File: config.mk
export PLATFORM = sky130hd
export DESIGN_NAME = node_dispatch_arbiter
export DESIGN_NICKNAME = d
export VERILOG_FILES = /design/src/rtl/node_dispatch_arbiter_pkg.sv /design/src/rtl/node_dispatch_arbiter_rr_arbiter3.sv /design/src/rtl/node_dispatch_arbiter.sv
export SDC_FILE = /design/constraint.sdc
export NUM_CORES = 1
export LEC_CHECK = 0
export ABC_AREA = 1
export CAP_MARGIN = 20
export CORE_MARGIN = 2
export CORE_UTILIZATION = 41
export CTS_CLUSTER_SIZE = 40
export DETAILED_ROUTE_END_ITERATION = 12
export GPL_TIMING_DRIVEN = 0
export PLACE_DENSITY = 0.77
export SETUP_SLACK_MARGIN = 0.1
export SLEW_MARGIN = 0
export SYNTH_ARGS = -nofsm -noshare
export SYNTH_HDL_FRONTEND = slang
export SYNTH_HIERARCHICAL = 1
export SYNTH_SLANG_ARGS = --single-unit
File: constraint.sdc
create_clock -name clk -period 2 [get_ports clk]
set_input_delay 0.6 -clock clk [delete_from_list [all_inputs] [get_ports clk]]
set_output_delay 0.6 -clock clk [all_outputs]
set_load 0.01 [all_outputs]
File: src/rtl/node_dispatch_arbiter_pkg.sv
// Shared definitions for the node dispatch arbiter: enable codes, FSM states,
// destination decode and round-robin pointer advance.
package node_dispatch_arbiter_pkg;

   localparam logic [1:0] EN_SELF  = 2'b01;
   localparam logic [1:0] EN_LEFT  = 2'b00;
   localparam logic [1:0] EN_RIGHT = 2'b10;
   localparam logic [1:0] EN_IDLE  = 2'b11;

   localparam int DEST_BITS = 8;

   typedef enum logic [1:0] {
      S_IDLE  = 2'd0,
      S_ISSUE = 2'd1,
      S_WAIT  = 2'd2,
      S_DRAIN = 2'd3
   } state_t;

   // Unsigned compare against the node address; equal always means self.
   function automatic logic [1:0] decode_dest(input logic [7:0] dest, input logic [7:0] node);
      logic [1:0] code;
      if (dest == node) begin
         code = EN_SELF;
      end else if (dest < node) begin
         code = EN_LEFT;
      end else begin
         code = EN_RIGHT;
      end
      return code;
   endfunction

   function automatic logic [1:0] next_ptr(input logic [2:0] owner);
      logic [1:0] ptr;
      case (owner)
         3'b001:  ptr = 2'd1;
         3'b010:  ptr = 2'd2;
         3'b100:  ptr = 2'd0;
         default: ptr = 2'd0;
      endcase
      return ptr;
   endfunction

endpackage

File: src/rtl/node_dispatch_arbiter_rr_arbiter3.sv
// Three-way combinational round-robin picker: search starts at ptr and wraps.
module rr_arbiter3
   import node_dispatch_arbiter_pkg::*;
(
   input  logic [2:0] req,
   input  logic [1:0] ptr,
   output logic [2:0] gnt
);

   // Priority rotates with ptr; ptr=3 is unreachable and treated like 0.
   always_comb begin
      gnt = 3'b000;
      case (ptr)
         2'd1: begin
            if (req[1])      gnt = 3'b010;
            else if (req[2]) gnt = 3'b100;
            else if (req[0]) gnt = 3'b001;
            else             gnt = 3'b000;
         end
         2'd2: begin
            if (req[2])      gnt = 3'b100;
            else if (req[0]) gnt = 3'b001;
            else if (req[1]) gnt = 3'b010;
            else             gnt = 3'b000;
         end
         default: begin
            if (req[0])      gnt = 3'b001;
            else if (req[1]) gnt = 3'b010;
            else if (req[2]) gnt = 3'b100;
            else             gnt = 3'b000;
         end
      endcase
   end

endmodule

File: src/rtl/node_dispatch_arbiter.sv
// Shares the node's master dispatch datapath between local core, left link and
// right link; one round-robin grant per transaction, released on ack or timeout.
module node_dispatch_arbiter
   import node_dispatch_arbiter_pkg::*;
#(
   parameter int         WIDTH     = 32,
   parameter logic [7:0] NODE_ADDR = 8'h00,
   parameter int         TIMEOUT   = 8
) (
   input  logic             clk,
   input  logic             reset,
   input  logic [2:0]       req_valid,
   input  logic [WIDTH-1:0] req_instr0,
   input  logic [WIDTH-1:0] req_instr1,
   input  logic [WIDTH-1:0] req_instr2,
   output logic [2:0]       req_ready,
   input  logic             check_self,
   input  logic             check_left,
   input  logic             check_right,
   output logic [1:0]       enable,
   output logic [WIDTH-1:0] out_instr,
   output logic [2:0]       grant,
   output logic             busy,
   output logic             done,
   output logic             timeout_err
);

   localparam logic [7:0] TO_LAST = 8'(TIMEOUT - 1);

   state_t           r_state;
   logic [1:0]       r_rr_ptr;
   logic [WIDTH-1:0] r_instr;
   logic [1:0]       r_dest_code;
   logic [7:0]       r_cnt;

   logic [2:0]       w_gnt;
   logic [WIDTH-1:0] w_sel_instr;
   logic             w_ack;

   rr_arbiter3 u_rr (
      .req (req_valid),
      .ptr (r_rr_ptr),
      .gnt (w_gnt)
   );

   // Ready is only offered while idle and out of reset, so no transfer can slip through either.
   always_comb begin
      if ((r_state == S_IDLE) && !reset) begin
         req_ready = w_gnt;
      end else begin
         req_ready = 3'b000;
      end
   end

   // Instruction of the round-robin winner.
   always_comb begin
      case (w_gnt)
         3'b001:  w_sel_instr = req_instr0;
         3'b010:  w_sel_instr = req_instr1;
         3'b100:  w_sel_instr = req_instr2;
         default: w_sel_instr = '0;
      endcase
   end

   // Only the check line matching the latched destination can end WAIT.
   always_comb begin
      case (r_dest_code)
         EN_SELF:  w_ack = check_self;
         EN_LEFT:  w_ack = check_left;
         EN_RIGHT: w_ack = check_right;
         default:  w_ack = 1'b0;
      endcase
   end

   // Transaction FSM with registered outputs.
   always_ff @(posedge clk) begin
      if (reset) begin
         r_state     <= S_IDLE;
         r_rr_ptr    <= 2'd0;
         r_instr     <= '0;
         r_dest_code <= EN_IDLE;
         r_cnt       <= 8'd0;
         enable      <= EN_IDLE;
         out_instr   <= '0;
         grant       <= 3'b000;
         busy        <= 1'b0;
         done        <= 1'b0;
         timeout_err <= 1'b0;
      end else begin
         case (r_state)
            S_IDLE: begin
               if (|w_gnt) begin
                  r_instr     <= w_sel_instr;
                  r_dest_code <= decode_dest(w_sel_instr[WIDTH-1 -: DEST_BITS], NODE_ADDR);
                  grant       <= w_gnt;
                  busy        <= 1'b1;
                  r_state     <= S_ISSUE;
               end else begin
                  r_state     <= S_IDLE;
               end
            end
            S_ISSUE: begin
               enable    <= r_dest_code;
               out_instr <= r_instr;
               r_cnt     <= 8'd0;
               r_state   <= S_WAIT;
            end
            S_WAIT: begin
               // Ack wins over timeout when both land on the last allowed cycle.
               if (w_ack) begin
                  enable  <= EN_IDLE;
                  done    <= 1'b1;
                  r_state <= S_DRAIN;
               end else if (r_cnt == TO_LAST) begin
                  enable      <= EN_IDLE;
                  done        <= 1'b1;
                  timeout_err <= 1'b1;
                  r_state     <= S_DRAIN;
               end else begin
                  r_cnt <= r_cnt + 8'd1;
               end
            end
            S_DRAIN: begin
               done     <= 1'b0;
               grant    <= 3'b000;
               busy     <= 1'b0;
               r_rr_ptr <= next_ptr(grant);
               r_state  <= S_IDLE;
            end
            default: begin
               enable  <= EN_IDLE;
               grant   <= 3'b000;
               busy    <= 1'b0;
               done    <= 1'b0;
               r_state <= S_IDLE;
            end
         endcase
      end
   end

endmodule
==> flow_metrics.env <==
export IMPL_violations="negative setup slack"
export IMPL_fin_setup_tns_ps=-5660
export IMPL_yosys_top_cells_area="dfxtp_1 41%, nand2_1 16%, nor2_1 9.6%"
export IMPL_core_um2=9860
export IMPL_vias_per_cell=5.04
export IMPL_grtUsageMet3_pct=5.80
export IMPL_htree_levels=3
export IMPL_drt_iter0_drc=198
export IMPL_final_cell_mix="157 x nand2_1, 114 x clkdlybuf4s50_1, 90 x nor2_1, 84 x dfxtp_1, 48 x nand3_1"
export IMPL_grt_overflow=0
export IMPL_cellPowerDensity_nw_per_um2=1080
export IMPL_place_gp_congestion=0.779
export IMPL_antenna_found_initial=0
export IMPL_grt_first_pass_wirelength_um=21300
export IMPL_hold_viol_final=0
export IMPL_cts_buffers=9
export IMPL_fin_util_pct=68.4
export IMPL_gr_usage_met2_pct=42.0
export IMPL_syn_to_final_growth_pct=60.7
export IMPL_place_area_um2=5840
export IMPL_cts_sinks=86
export IMPL_clock_latency_ps=370
export IMPL_status="complete, but fails checks"
export IMPL_nets=919
export IMPL_avgSynthCellArea_um2=6.69
export IMPL_die_h_um=105
export IMPL_syn_inst=627
export IMPL_cp_max_fo=5
export IMPL_rows=36
export IMPL_tightest_slew_ps=676
export IMPL_worstSetupPathType="in -> out"
export IMPL_fmax_mhz=434
export IMPL_whs_ps=472
export IMPL_path_cells="dlygate4sd2_1, inv_2, nand2_2, nor2_2, nor2_4, nor2_4, inv_2, nor2_2, buf_2"
export IMPL_wl_per_cell_um=14.8
export IMPL_netlist_area_um2=4200
export IMPL_drive_above_1_share_pct=20.5
export IMPL_grt_pass1_vias=4552
export IMPL_yosysTopAreaCell="dfxtp_1"
export IMPL_finalCritPeriodShare_pct=115
export IMPL_p_leak_nw=3.16
export IMPL_root_buffer="clkbuf_8"
export IMPL_cp_slowest_stage_delay_ps=300
export IMPL_cp_end_kind="output pin"
export IMPL_yosys_cell_types_count=25
export IMPL_antenna_left=0
export IMPL_final_common_cell="nand2_1"
export IMPL_drc=0
export IMPL_cts_buffer_depth=2
export IMPL_vias=4757
export IMPL_irDropWorstVdd_uv=573
export IMPL_crit_arrival_ps=1700
export IMPL_routed_wl_um=14000
export IMPL_tritoncts="yes"
export IMPL_dieArea_um2=11100
export IMPL_hold_class="reg -> reg"
export IMPL_busiest_layer="met2"
export IMPL_fin_ws_ps=-302
export IMPL_critPathRequiredTime_ps=1400
export IMPL_finClkSkew_ps=20.4
export IMPL_min_period_ps=2300
export IMPL_finalPower_mw=7.29
export IMPL_grt_max_degree=16
export IMPL_critPathSlowestCell="dlygate4sd2_1"
export IMPL_fill_cells=794
export IMPL_port_buffer_count=146
export IMPL_start_kind="primary input"
export IMPL_yosysWarnings=6
export IMPL_clk_pin_slew_ps=90
export IMPL_die_w_um=105
export IMPL_post_dp_hpwl_um=9710
export IMPL_antennaDiodeCount=0
export IMPL_slew_headroom_pct=54.9
export IMPL_grt_util_all_layers_pct=23.9
export IMPL_drt_first_pass_iters=4
export IMPL_drv_slew=0
export IMPL_final_area_um2=6740
export IMPL_setup_viol=42
export IMPL_synth_top_area_share_pct=41.0
export IMPL_ys_ff_latch=86
export IMPL_synth_seq_area_share_pct=41.0
export IMPL_synth_nets=740
export IMPL_initial_core_util_pct=42.5
export IMPL_drv_cap=0
export IMPL_met1_usage_pct=28.3
export IMPL_rsz0062_at_grt="true"
export IMPL_ioPinCount=147
## logic make-up after synthesis
| family | synth area share, % |
|---|---|
| buf+inv | 7.78 |
| fa+ha+maj | 2.68 |
| xor+xnor | 0.626 |
| flops | 41.0 |
| simple gates | 34.8 |
| compound gates | 13.1 |
## cell usage after synthesis
cell,n
ha_1,9
nand2_1,184
a21oi_1,41
nand4_1,3
nor2_4,2
a21oi_4,1
a31oi_1,1
buf_1,2
nand3_1,55
buf_2,10
a21oi_2,11
nand2_2,3
inv_4,1
nor2_2,2
xnor2_1,1
xor2_1,2
clkbuf_1,12
nor2_1,107
inv_1,32
o21ai_0,45
dfxtp_1,86
buf_4,3
inv_2,8
nand3_2,2
buf_6,4
## final timing paths
path	slack, ps	endpoint	cells after the start	from
worst max-delay path	-300	req_ready[1]	9	req_valid[2]
worst min-delay path	470	r_instr[23]	2	r_instr[23]
worst max register to register	-170	grant[2]	13	r_rr_ptr[0]
worst min register to register	470	r_instr[23]	2	r_instr[23]
## layer usage
layer  vias to the layer above  wire length (µm)
li1                       2350                 -
met1                      2209              5790
met2                       171              7020
met3                        27               886
met4                         0               291
met5                         -                 0
## cell type report
type,count,area (µm²),share of cell area [%]
plain buffers,29,206,3.06
flip-flops and latches,86,1730,25.6
clock inverters,6,92.6,1.37
repair buffers,170,1820,27.0
clock buffers,10,128,1.89
well taps,133,166,2.47
inverters,41,176,2.62
multi-input cells,469,2430,36.0
## metrics by stage
| stage | std cells | setup slack (ps) |
|---|---|---|
| 2_1_floorplan | 627 | 122 |
| 4_1_cts | 936 | -223 |
| 3_5_place_dp | 906 | -956 |
| 6_report | 944 | -302 |
| 3_3_place_gp | 906 | -966 |
| 5_1_grt | 944 | -370 |
## what timing repair did
item,4_1_cts,5_1_grt
pin swaps,13,27
endpoints found under the setup margin,48,62
setup buffers,11,7
gates cloned,3,3
hold buffers,0,0
gates resized for setup,68,114
## sequential cells by signal (all words and copies together), names as in the netlist
signal       flops
r_cnt            8
r_dest_code      2
timeout_err      1
grant            3
busy             1
done             1
r_state          2
r_rr_ptr         2
enable           2
out_instr       32
r_instr         32
## worst max-delay path, delay by kind of cell
kind | cells | cell delay, ps
buffers and inverters | 4 | 580
and+or+nand+nor | 5 | 510
## power by group
part	switching, mW	total, mW	leakage [nW]	internal, mW
logic	1.80	3.41	2.35	1.61
registers	0.316	2.50	0.705	2.18
clock network	0.666	1.38	0.104	0.713
total	2.78	7.29	3.16	4.51
Power figures use the tool's default switching activity.
==> RTL edit: new RTL, config.mk and constraints unchanged <==
`WIDTH`: 32 -> 64.
--- a/src/rtl/node_dispatch_arbiter.sv
+++ b/src/rtl/node_dispatch_arbiter.sv
@@ -5,3 +5,3 @@
 #(
-   parameter int         WIDTH     = 32,
+   parameter int         WIDTH     = 64,
    parameter logic [7:0] NODE_ADDR = 8'h00,
Ports: changed (resized out_instr, req_instr0, req_instr1 and req_instr2); port bits go from 147 to 275. The function was not compared with the original's and may differ.
==> RTL edit against the original RTL <==
- the flow still finishes with violations (negative setup slack)
- die area is 66% higher
- worst setup slack got worse by 19 ps
- final cell count up 71%
- sequential power grew 72%
- register-to-register slack worse by 120 ps
- sequential share of layout area down 1.1 points
- core utilization increased by 3.3 points
- combinational power grew 63%
- wire length grew 92%
- total power is 82% higher
- synthesized area increased by 69%
- sequential cell count increased by 64
- final area up 82%
==> RTL edit: results (changes against the original RTL) <==
[worst_setup_path]
cpLargestDelayFamily = simple AND/OR/NAND/NOR gates  ; was buffers and inverters
r2r-end = r_instr[6]$_SDFFE_PP0P_  ; was grant[2]$_SDFFE_PP0P_
worstPathArrival_ps = 1720  ; was 1700 ps

[run_status]
status = complete, but fails checks  ; unchanged
violations = negative setup slack  ; unchanged

[sta]
setup_slack_ps = -320.4  ; was -301.8 ps
fin_hold_ws_ps = 465.0  ; was 472.0 ps
setup_viol = 73  ; was 42
finalSetupTns_ps = -14780  ; was -5655 ps

[worst_hold_path]
hold_end = r_instr[43]$_SDFFE_PP0P_  ; was r_instr[23]$_SDFFE_PP0P_
worstHoldStart = r_instr[43]$_SDFFE_PP0P_  ; was r_instr[23]$_SDFFE_PP0P_

[pwr]
vdd_ir_drop_max_mv = 0.6730  ; was 0.5733 mV

[routing]
viasPerCell = 5.104  ; was 5.039
wl_per_cell_um = 16.57  ; was 14.81 µm

[global_routing]
track_usage = 0.2684  ; was 0.2387
use_met2 = 0.4655  ; was 0.4202
grt_pass1_wl_um = 38220  ; was 21,260 µm

[yosys]
synth_common_cells = nand2_1 (341), nor2_1 (172), dfxtp_1 (150), nand3_1 (87), o21ai_0 (77)  ; was nand2_1 (184), nor2_1 (107), dfxtp_1 (86), nand3_1 (55), o21ai_0 (45)
yosysSeqAreaShare = 0.4227  ; was 0.4103
synth_area_mm2 = 0.007104  ; was 0.004197 mm²

[finish]
layout.non_clock_buffers = 381  ; was 199
drive_gt1_frac = 0.2548  ; was 0.2047
multi_input_area_mm2 = 0.004254  ; was 0.002430 mm²
clk_share = 0.05090  ; was 0.03265

[place]
gp_congestion = 0.8715  ; was 0.7794
port_buffers = 273  ; was 146

[clock_network]
root_buffer = clkbuf_16  ; was clkbuf_8
htreeDepth = 4  ; was 3
numCtsBuffers = 17  ; was 9

RTL edit: cell count changes in the layout (fill, tap and decap cells not counted), moves of 10 or more:
cell | before | now
nand2_1 | 157 | 263
clkdlybuf4s50_1 | 114 | 195
dfxtp_1 | 84 | 148
nor2_1 | 90 | 154
dlygate4sd2_1 | 9 | 70
nand2_2 | 27 | 72
nand3_2 | 8 | 44
o21ai_0 | 37 | 70
a21oi_2 | 25 | 51
clkbuf_16 | 3 | 22
dlymetal6s2s_1 | 20 | 5
buf_12 | 1 | 11
clkbuf_2 | 0 | 10
RTL edit: cells by family after synthesis:
logic type | Yosys count | share of synthesized area
XOR/XNOR | 3 | 0.003699
AND/OR/NAND/NOR | 614 | 0.3484
buffers and inverters | 106 | 0.07908
flip-flops | 150 | 0.4227
adder cells (fa/ha/maj) | 9 | 0.01585
AO/OA/AOI/OAI | 163 | 0.1303
RTL edit: routing by layer:
| layer | vias to the layer above | routed length [µm] |
|---|---|---|
| li1 | 4016 | - |
| met1 | 3856 | 10550 |
| met2 | 328 | 13560 |
| met3 | 58 | 1883 |
| met4 | 0 | 806 |
| met5 | - | 0 |
RTL edit: power by group:
group          total (µW)  switching (µW)  internal, µW
Combinational        5550            3140          2410
Clock                3400            1350          2040
Sequential           4300             474          3820
Total               13200            4970          8270
RTL edit: stage by stage:
step                total power, µW  std cells  utilization  setup slack (ps)
floorplan                      6702       1045            -             68.68
global placement               9062       1543       0.5937            -990.6
detailed placement             9133       1543       0.5937            -932.8
CTS                           12420       1597       0.6558            -293.6
global route                  13930       1618       0.7167            -424.0
finish                        13240       1618       0.7167            -320.4
RTL edit: what timing repair did:
action,CTS,global route
endpoints found under the hold margin,0,0
resized for setup,154,245
endpoints found under the setup margin,202,113
cloned,7,5
setup buffers,15,18
pin swaps,10,60
